===== src/rtl/load_store_unit.sv =====
// Execute-to-memory stage: turns the ALU result into a data-memory transaction (or passes it
// through) and presents a registered writeback, stalling execute while a request is in flight.
module load_store_unit #(
  parameter int unsigned DATA_WIDTH = 32,
  parameter int unsigned ADDR_WIDTH = 32
) (
  input  logic                  clk,
  input  logic                  rst_n,
  input  logic                  ex_valid,
  output logic                  ex_ready,
  input  logic                  MemRead,
  input  logic                  MemWrite,
  input  logic [2:0]            funct3,
  input  logic [ADDR_WIDTH-1:0] ALUout,
  input  logic [DATA_WIDTH-1:0] WriteData,
  input  logic [4:0]            rd_in,
  output logic                  mem_req,
  output logic                  mem_we,
  output logic [ADDR_WIDTH-1:0] mem_addr,
  output logic [3:0]            mem_be,
  output logic [DATA_WIDTH-1:0] mem_wdata,
  input  logic                  mem_gnt,
  input  logic                  mem_rvalid,
  input  logic [DATA_WIDTH-1:0] mem_rdata,
  output logic                  wb_valid,
  output logic [DATA_WIDTH-1:0] wb_data,
  output logic [4:0]            wb_rd,
  output logic                  store_done,
  output logic                  fault
);

  typedef enum logic [1:0] {StIdle, StReq, StWaitR} state_e;

  state_e          state;
  logic            is_load_q;
  logic [2:0]      f3_q;
  logic [1:0]      off_q;
  logic [4:0]      rd_q;

  logic                  fault_c;
  logic [3:0]            be_c;
  logic [DATA_WIDTH-1:0] wdata_c;
  logic [15:0]           ld_shift;
  logic [DATA_WIDTH-1:0] ld_val;

  assign ex_ready = (state == StIdle);

  // Illegal encodings and misalignment are decided on the incoming op, before acceptance.
  always_comb begin
    fault_c = 1'b0;
    if (MemRead && MemWrite) begin
      fault_c = 1'b1;
    end else if (MemRead) begin
      case (funct3)
        3'b000, 3'b100: fault_c = 1'b0;
        3'b001, 3'b101: fault_c = ALUout[0];
        3'b010:         fault_c = |ALUout[1:0];
        default:        fault_c = 1'b1;
      endcase
    end else if (MemWrite) begin
      case (funct3)
        3'b000:  fault_c = 1'b0;
        3'b001:  fault_c = ALUout[0];
        3'b010:  fault_c = |ALUout[1:0];
        default: fault_c = 1'b1;
      endcase
    end
  end

  always_comb begin
    be_c    = 4'b1111;
    wdata_c = '0;
    if (MemWrite) begin
      case (funct3[1:0])
        2'b00: begin
          wdata_c = {4{WriteData[7:0]}};
          be_c    = 4'b0001 << ALUout[1:0];
        end
        2'b01: begin
          wdata_c = {2{WriteData[15:0]}};
          be_c    = ALUout[1] ? 4'b1100 : 4'b0011;
        end
        default: wdata_c = WriteData;
      endcase
    end
  end

  always_comb begin
    ld_shift = 16'(mem_rdata >> {off_q, 3'b000});
    case (f3_q)
      3'b000:  ld_val = {{24{ld_shift[7]}}, ld_shift[7:0]};
      3'b100:  ld_val = {24'b0, ld_shift[7:0]};
      3'b001:  ld_val = {{16{ld_shift[15]}}, ld_shift[15:0]};
      3'b101:  ld_val = {16'b0, ld_shift[15:0]};
      default: ld_val = mem_rdata;
    endcase
  end

  always_ff @(posedge clk or negedge rst_n) begin
    if (!rst_n) begin
      state      <= StIdle;
      is_load_q  <= 1'b0;
      f3_q       <= '0;
      off_q      <= '0;
      rd_q       <= '0;
      mem_req    <= 1'b0;
      mem_we     <= 1'b0;
      mem_addr   <= '0;
      mem_be     <= '0;
      mem_wdata  <= '0;
      wb_valid   <= 1'b0;
      wb_data    <= '0;
      wb_rd      <= '0;
      store_done <= 1'b0;
      fault      <= 1'b0;
    end else begin
      wb_valid   <= 1'b0;
      store_done <= 1'b0;
      fault      <= 1'b0;
      case (state)
        StIdle: begin
          if (ex_valid) begin
            if (!MemRead && !MemWrite) begin
              wb_valid <= 1'b1;
              wb_data  <= ALUout;
              wb_rd    <= rd_in;
            end else if (fault_c) begin
              fault <= 1'b1;
            end else begin
              state     <= StReq;
              mem_req   <= 1'b1;
              mem_we    <= MemWrite;
              mem_addr  <= {ALUout[ADDR_WIDTH-1:2], 2'b00};
              mem_be    <= be_c;
              mem_wdata <= wdata_c;
              is_load_q <= MemRead;
              f3_q      <= funct3;
              off_q     <= ALUout[1:0];
              rd_q      <= rd_in;
            end
          end
        end
        StReq: begin
          if (mem_gnt) begin
            mem_req <= 1'b0;
            if (is_load_q) begin
              state <= StWaitR;
            end else begin
              store_done <= 1'b1;
              state      <= StIdle;
            end
          end
        end
        StWaitR: begin
          if (mem_rvalid) begin
            wb_valid <= 1'b1;
            wb_data  <= ld_val;
            wb_rd    <= rd_q;
            state    <= StIdle;
          end
        end
        default: state <= StIdle;
      endcase
    end
  end

endmodule


===== config.mk =====
export PLATFORM = sky130hd
export DESIGN_NAME = load_store_unit
export DESIGN_NICKNAME = d
export VERILOG_FILES = /design/src/rtl/load_store_unit.sv
export SDC_FILE = /design/constraint.sdc
export NUM_CORES = 1
export LEC_CHECK = 0
export CAP_MARGIN = 20
export CORE_MARGIN = 2
export CORE_UTILIZATION = 40
export DETAILED_ROUTE_END_ITERATION = 7
export PLACE_DENSITY = 0.73
export SYNTH_ARGS = -nofsm -noshare
export SYNTH_HDL_FRONTEND = slang
export SYNTH_SLANG_ARGS = --single-unit

===== constraint.sdc =====
create_clock -name clk -period 2.7 [get_ports clk]
set_input_delay 0.54 -clock clk [delete_from_list [all_inputs] [get_ports clk]]
set_output_delay 0.54 -clock clk [all_outputs]
set_load 0.05 [all_outputs]

Word-level counts from Yosys, hierarchy flattened
Cells that the tools add are included.
W data, S select, Z words.
{"block": "op_classes", "n_addsub": 0, "mul": 0, "div": 0, "n_lt_le_gt_ge": 0, "n_eq_ne": 16, "shifts": 2, "muxes": 42, "bitwise_logic": 2, "reduce_logical": 17}
{"cell": "$mux W32", "n": 4}
{"cell": "$pmux W32 S2", "n": 2}
{"cell": "$pmux W32 S4", "n": 1}
{"cell": "$shr A32 B5 Y16", "n": 1}
{"cell": "$mux W1", "n": 17}
{"cell": "$mux W5", "n": 3}
{"cell": "$eq A3 B3 Y1 const B", "n": 4}
{"cell": "$mux W2", "n": 6}
{"cell": "$ne A2 B2 Y1 const B", "n": 5}
{"cell": "$pmux W5 S2", "n": 1}
{"cell": "$reduce_and A5 Y1", "n": 2}
{"cell": "$mux W4", "n": 2}
{"cell": "$pmux W4 S2", "n": 1}
{"cell": "$reduce_and A4 Y1", "n": 2}
{"cell": "$eq A3 B1 Y1 const B", "n": 2}
{"cell": "$logic_not A3 Y1", "n": 2}
{"cell": "$pmux W1 S3", "n": 2}
{"cell": "$pmux W2 S3", "n": 1}
{"cell": "$reduce_or A2 Y1", "n": 3}
{"cell": "$eq A2 B1 Y1 const B", "n": 2}
{"cell": "$logic_not A2 Y1", "n": 2}
{"cell": "$pmux W1 S2", "n": 2}
{"cell": "$reduce_bool A2 Y1", "n": 2}
{"cell": "$shl A1 B2 Y4 const A", "n": 1}
{"cell": "6 further kinds", "n": 9}
{"block": "totals", "reg_bits": 121, "latchBits": 0, "ram_bits": 0, "mem_bits_ro": 0, "inputBits": 111, "out_inout_bits": 111, "elab_cells": 94, "memories": 0}

Longest topological paths before layout
{"block": "logic_depth", "word_depth": 9, "ltp_mapped": 7, "depth_no_buf": 5}

Least setup slack after synthesis
OpenSTA, ideal clock, no wires.
{"block": "synth_timing", "path_kind": "register -> register", "from": "register state[1]", "to": "register f3_q[1]", "setup_ns": 0.125, "t_arrival_ns": 2.258, "t_required_ns": 2.575, "setup_slack_ns": 0.317, "stages_incl_launch_ff": 6, "n_path_buf": 1, "synth_period_minus_slack_ns": 2.383, "cell_sequence": "dfrtp_1 -> nor2_1 -> nand2_1 -> nor3_2 -> buf_2 -> mux2_2"}
{"block": "synth_via", "elab_chain_len": 2}
{"item": "start, declared", "line_no": "34", "source": "state_e state;"}
{"item": "start signal, assigned", "line_no": "101", "source": "state <= StIdle;"}
{"item": "start signal, assigned", "line_no": "130", "source": "state <= StReq;"}
{"item": "start signal, assigned", "line_no": "147", "source": "state <= StWaitR;"}
{"item": "$logic_not A2 Y1"}
{"item": "net ex_ready", "line_no": "10", "source": "output logic ex_ready,"}
{"item": "$reduce_and A4 Y1 (no line)"}
{"item": "end signal, assigned", "line_no": "137", "source": "f3_q <= funct3;"}
{"item": "end, declared", "line_no": "36", "source": "logic [2:0] f3_q;"}
The timed path passes the listed nets, and every way through them passes these cells.
A chain may end at the register's enable or synchronous reset.

Final worst setup path
{"block": "layout_timing", "from": "register state[0]", "to": "output port ex_ready"}
{"block": "layout_via", "elab_chain_len": 1}
{"item": "$logic_not A2 Y1", "line_no": "46", "source": "assign ex_ready = (state == StIdle);"}
{"item": "end, declared", "line_no": "10"}
No other way between the ends.

==> results.rst <==
.. list-table::
   :header-rows: 1

   * - Metric
     - Value
   * - Drt first pass iters
     - 5
   * - Crit path required time
     - 2160 ps
   * - Number of buffers created by CTS
     - 17
   * - RD Place Congestion
     - 0.854
   * - Max Root-Sink Buffers
     - 2
   * - Std cell rows
     - 45
   * - Number of vias after detailed routing
     - 5520
   * - Clock tree skew after final layout
     - 6.66 ps
   * - Remaining routing DRC violations
     - 0
   * - Die area
     - 16500 µm²
   * - Core Box Area
     - 15200 µm²
   * - # resized after CTS
     - 0
   * - Unique masters post-synth
     - 45
   * - Peak clock frequency supported by timing
     - 0.419 GHz
   * - Hold Path Class
     - in2async
   * - Standard cell area after detailed placement
     - 8580 µm²
   * - Setup repair after global routing missed its margin
     - false
   * - Worst slack after detailed placement
     - -13.9 ps
   * - Top cells by area in the synthesized netlist
     - dfrtp_1, mux2_2, mux2i_1, nand2_1, o21ai_0
   * - Total gr overflow
     - 0
   * - Area growth, synth to finish
     - 47.4%
   * - Area share of the leading cell type in the synthesized netlist
     - 48.8%
   * - Worst Tran Pin Value
     - 581 ps
   * - Time the final worst path needs with I/O delays and setup
     - 2390 ps
   * - Hold Fails Final Rpt
     - 0
   * - CTS clock-pin slew for the worst setup and hold paths
     - 50 ps
   * - Number of enable-type register cells in the synthesized netlist
     - 0
   * - Crit-path max FO
     - 6
   * - Yosys synthesis warning count
     - 0
   * - Proportion of layout cells with a drive suffix above 1
     - 15.4%
   * - CP Data Arrival Time
     - 1850 ps
   * - HPWL after DPL
     - 14.5 mm
   * - Endpoint class of the critical path
     - primary output
   * - Post-synthesis sequential element count
     - 121
   * - Number of cells traversed by the worst register-to-register path
     - 5
   * - Initial Utilization
     - 40.8%
   * - Number of failing setup endpoints in the final timing report
     - 0
   * - Drt wl/cell
     - 19.6 µm
   * - Average footprint of a synthesized cell
     - 10.5 µm²
   * - Vertical die dimension
     - 129 µm
   * - Remaining number of nets flagged by the antenna check after routing
     - 0
   * - Number of inserted diodes
     - 0
   * - Hold-fix buffers at CTS
     - 0
   * - Worst IR drop on VDD
     - 0.490 mV
   * - Category of the critical setup timing path
     - reg2out
   * - Combined area of all synthesized cells
     - 6210 µm²
   * - Clk Latency, worst-skew pair
     - 410 ps
   * - Buffers inserted during post-CTS setup optimization
     - 0
   * - Number of design-rule violations left by the first detailed-router iteration
     - 520
   * - Clock root buffer
     - clkbuf_16
   * - Most frequent cells in the layout
     - clkdlybuf4s50_1, dfrtp_1, nand2_1
   * - Most frequent standard cell in the layout excluding fill and tap cells
     - clkdlybuf4s50_1
   * - Wire length of the first global-routing pass
     - 30.3 mm
   * - Antenna violations before repair
     - 0
   * - CTS tree
     - done
   * - Static leakage
     - 3.90 nW
   * - Synth async-reset ratio
     - 100%
   * - Number of max-cap violations
     - 0
   * - Sink count of the clock tree
     - 121
   * - Number of H-tree levels
     - 4
   * - Fin crit share
     - 88.4%
   * - Horizontal die dimension
     - 129 µm
   * - Cell count after synthesis
     - 591
   * - Cell Pwr Density
     - 1040 nW/µm²
   * - Pin count of the biggest net entering global routing
     - 50
   * - Vias in the first global route
     - 5668
   * - Aggregate global-route resource usage
     - 24.0%
   * - Worst slew slack as a fraction of its limit
     - 61.0%
   * - Crit start category
     - flip-flop
   * - Run status
     - finished clean
   * - Sequential fraction of the synthesis area
     - 48.8%
   * - IO Pins
     - 222
   * - Drt total wl
     - 19.6 mm
   * - Quantity of I/O buffers inserted on ports
     - 219
   * - Post-synth top area cell
     - dfrtp_1
   * - Most used DFF post-synth
     - dfrtp_1
   * - Total number of nets in the final design
     - 910
   * - Routed via count divided by cell count
     - 5.52
   * - Final standard cell utilization of the core
     - 60.2%
   * - Final std cell area, no fill
     - 9150 µm²
   * - Setup WS post-layout
     - 312 ps
   * - Number of max-slew violations in the final report
     - 0
logic make-up (layout without fill, tap and decap cells):
group           count (synthesis)  after routing  share of synthesized area (%)
compound gates                124            124                           14.7
buf+inv                        82            302                           5.92
flops                         121            121                           48.8
mux                           106            106                           18.4
other cells                     1              2                         0.0604
simple gates                  157            157                           12.2
area by class of cell:
type / count / area, µm²
clock buffers: 18 / 439
clock inverters: 14 / 131
multi-input cells: 389 / 2830
well taps: 188 / 235
fillers: 1240 / 6050
flip-flops and latches: 121 / 3030
inverters: 33 / 129
repair buffers: 237 / 2360
synthesized netlist by cell type, drive strengths merged, types with 13 or more instances:
cell,instances
a21oi,24
a221oi,14
and3,16
buf,24
clkbuf,25
dfrtp,121
inv,32
mux2,63
mux2i,43
nand2,70
nor2,34
nor2b,13
o21ai,33
o221ai,16
per-layer routing:
metal	share of wire, %	GRT usage, %	wire length (µm)	vias up
met2	50	41.1	9730	275
li1	-	-	-	2513
met4	2.3	8.12	453	0
met5	0	0	0	-
met1	39	28.6	7700	2701
met3	8.7	7.65	1700	31
state kept, by name (all words and copies together), names as in the netlist:
register,flops
fault,1
state,2
rd_q,5
mem_req,1
f3_q,3
mem_be,4
is_load_q,1
wb_valid,1
store_done,1
mem_wdata,32
wb_data,32
mem_addr,30
wb_rd,5
mem_we,1
off_q,2
worst max-delay path: stages (launching register included):
cell and delay, ps:
dfrtp_1 440, nor2_1 170, clkdlybuf4s50_1 830
metrics by stage:
step | power (mW) | TNS (ps) | hold WS [ps] | std cells
global placement | 7.25 | 0 | 446 | 968
floorplan | 5.67 | 0 | 244 | 592
finish | 9.50 | 0 | 74.3 | 1000
CTS | 9.57 | 0 | 71.3 | 1000
global route | 9.93 | 0 | 92.2 | 1000
detailed placement | 7.34 | -13.9 | 446 | 968
worst paths after layout:
kind,endpoint,slack [ps],start
hold reg to reg,store_done$_DFF_PN0_,450,is_load_q$_DFFE_PN0P_
min in group clk,store_done$_DFF_PN0_,450,is_load_q$_DFFE_PN0P_
setup reg to reg,wb_data[20]$_DFFE_PN0P_,610,state[1]$_DFFE_PN0P_
setup / recovery,ex_ready,310,state[0]$_DFFE_PN0P_
hold / removal,mem_addr[18]$_DFFE_PN0P_,70,rst_n
max in group asynchronous,mem_addr[11]$_DFFE_PN0P_,1940,rst_n
power by group:
group	internal, mW	total (mW)	leakage (nW)	switching [mW]
clock	1.37	2.19	0.281	0.820
sequential	2.40	2.81	1.46	0.413
combinational	1.61	4.50	2.15	2.90
total	5.37	9.50	3.90	4.13
No activity file was read; power rests on OpenSTA's default activity.
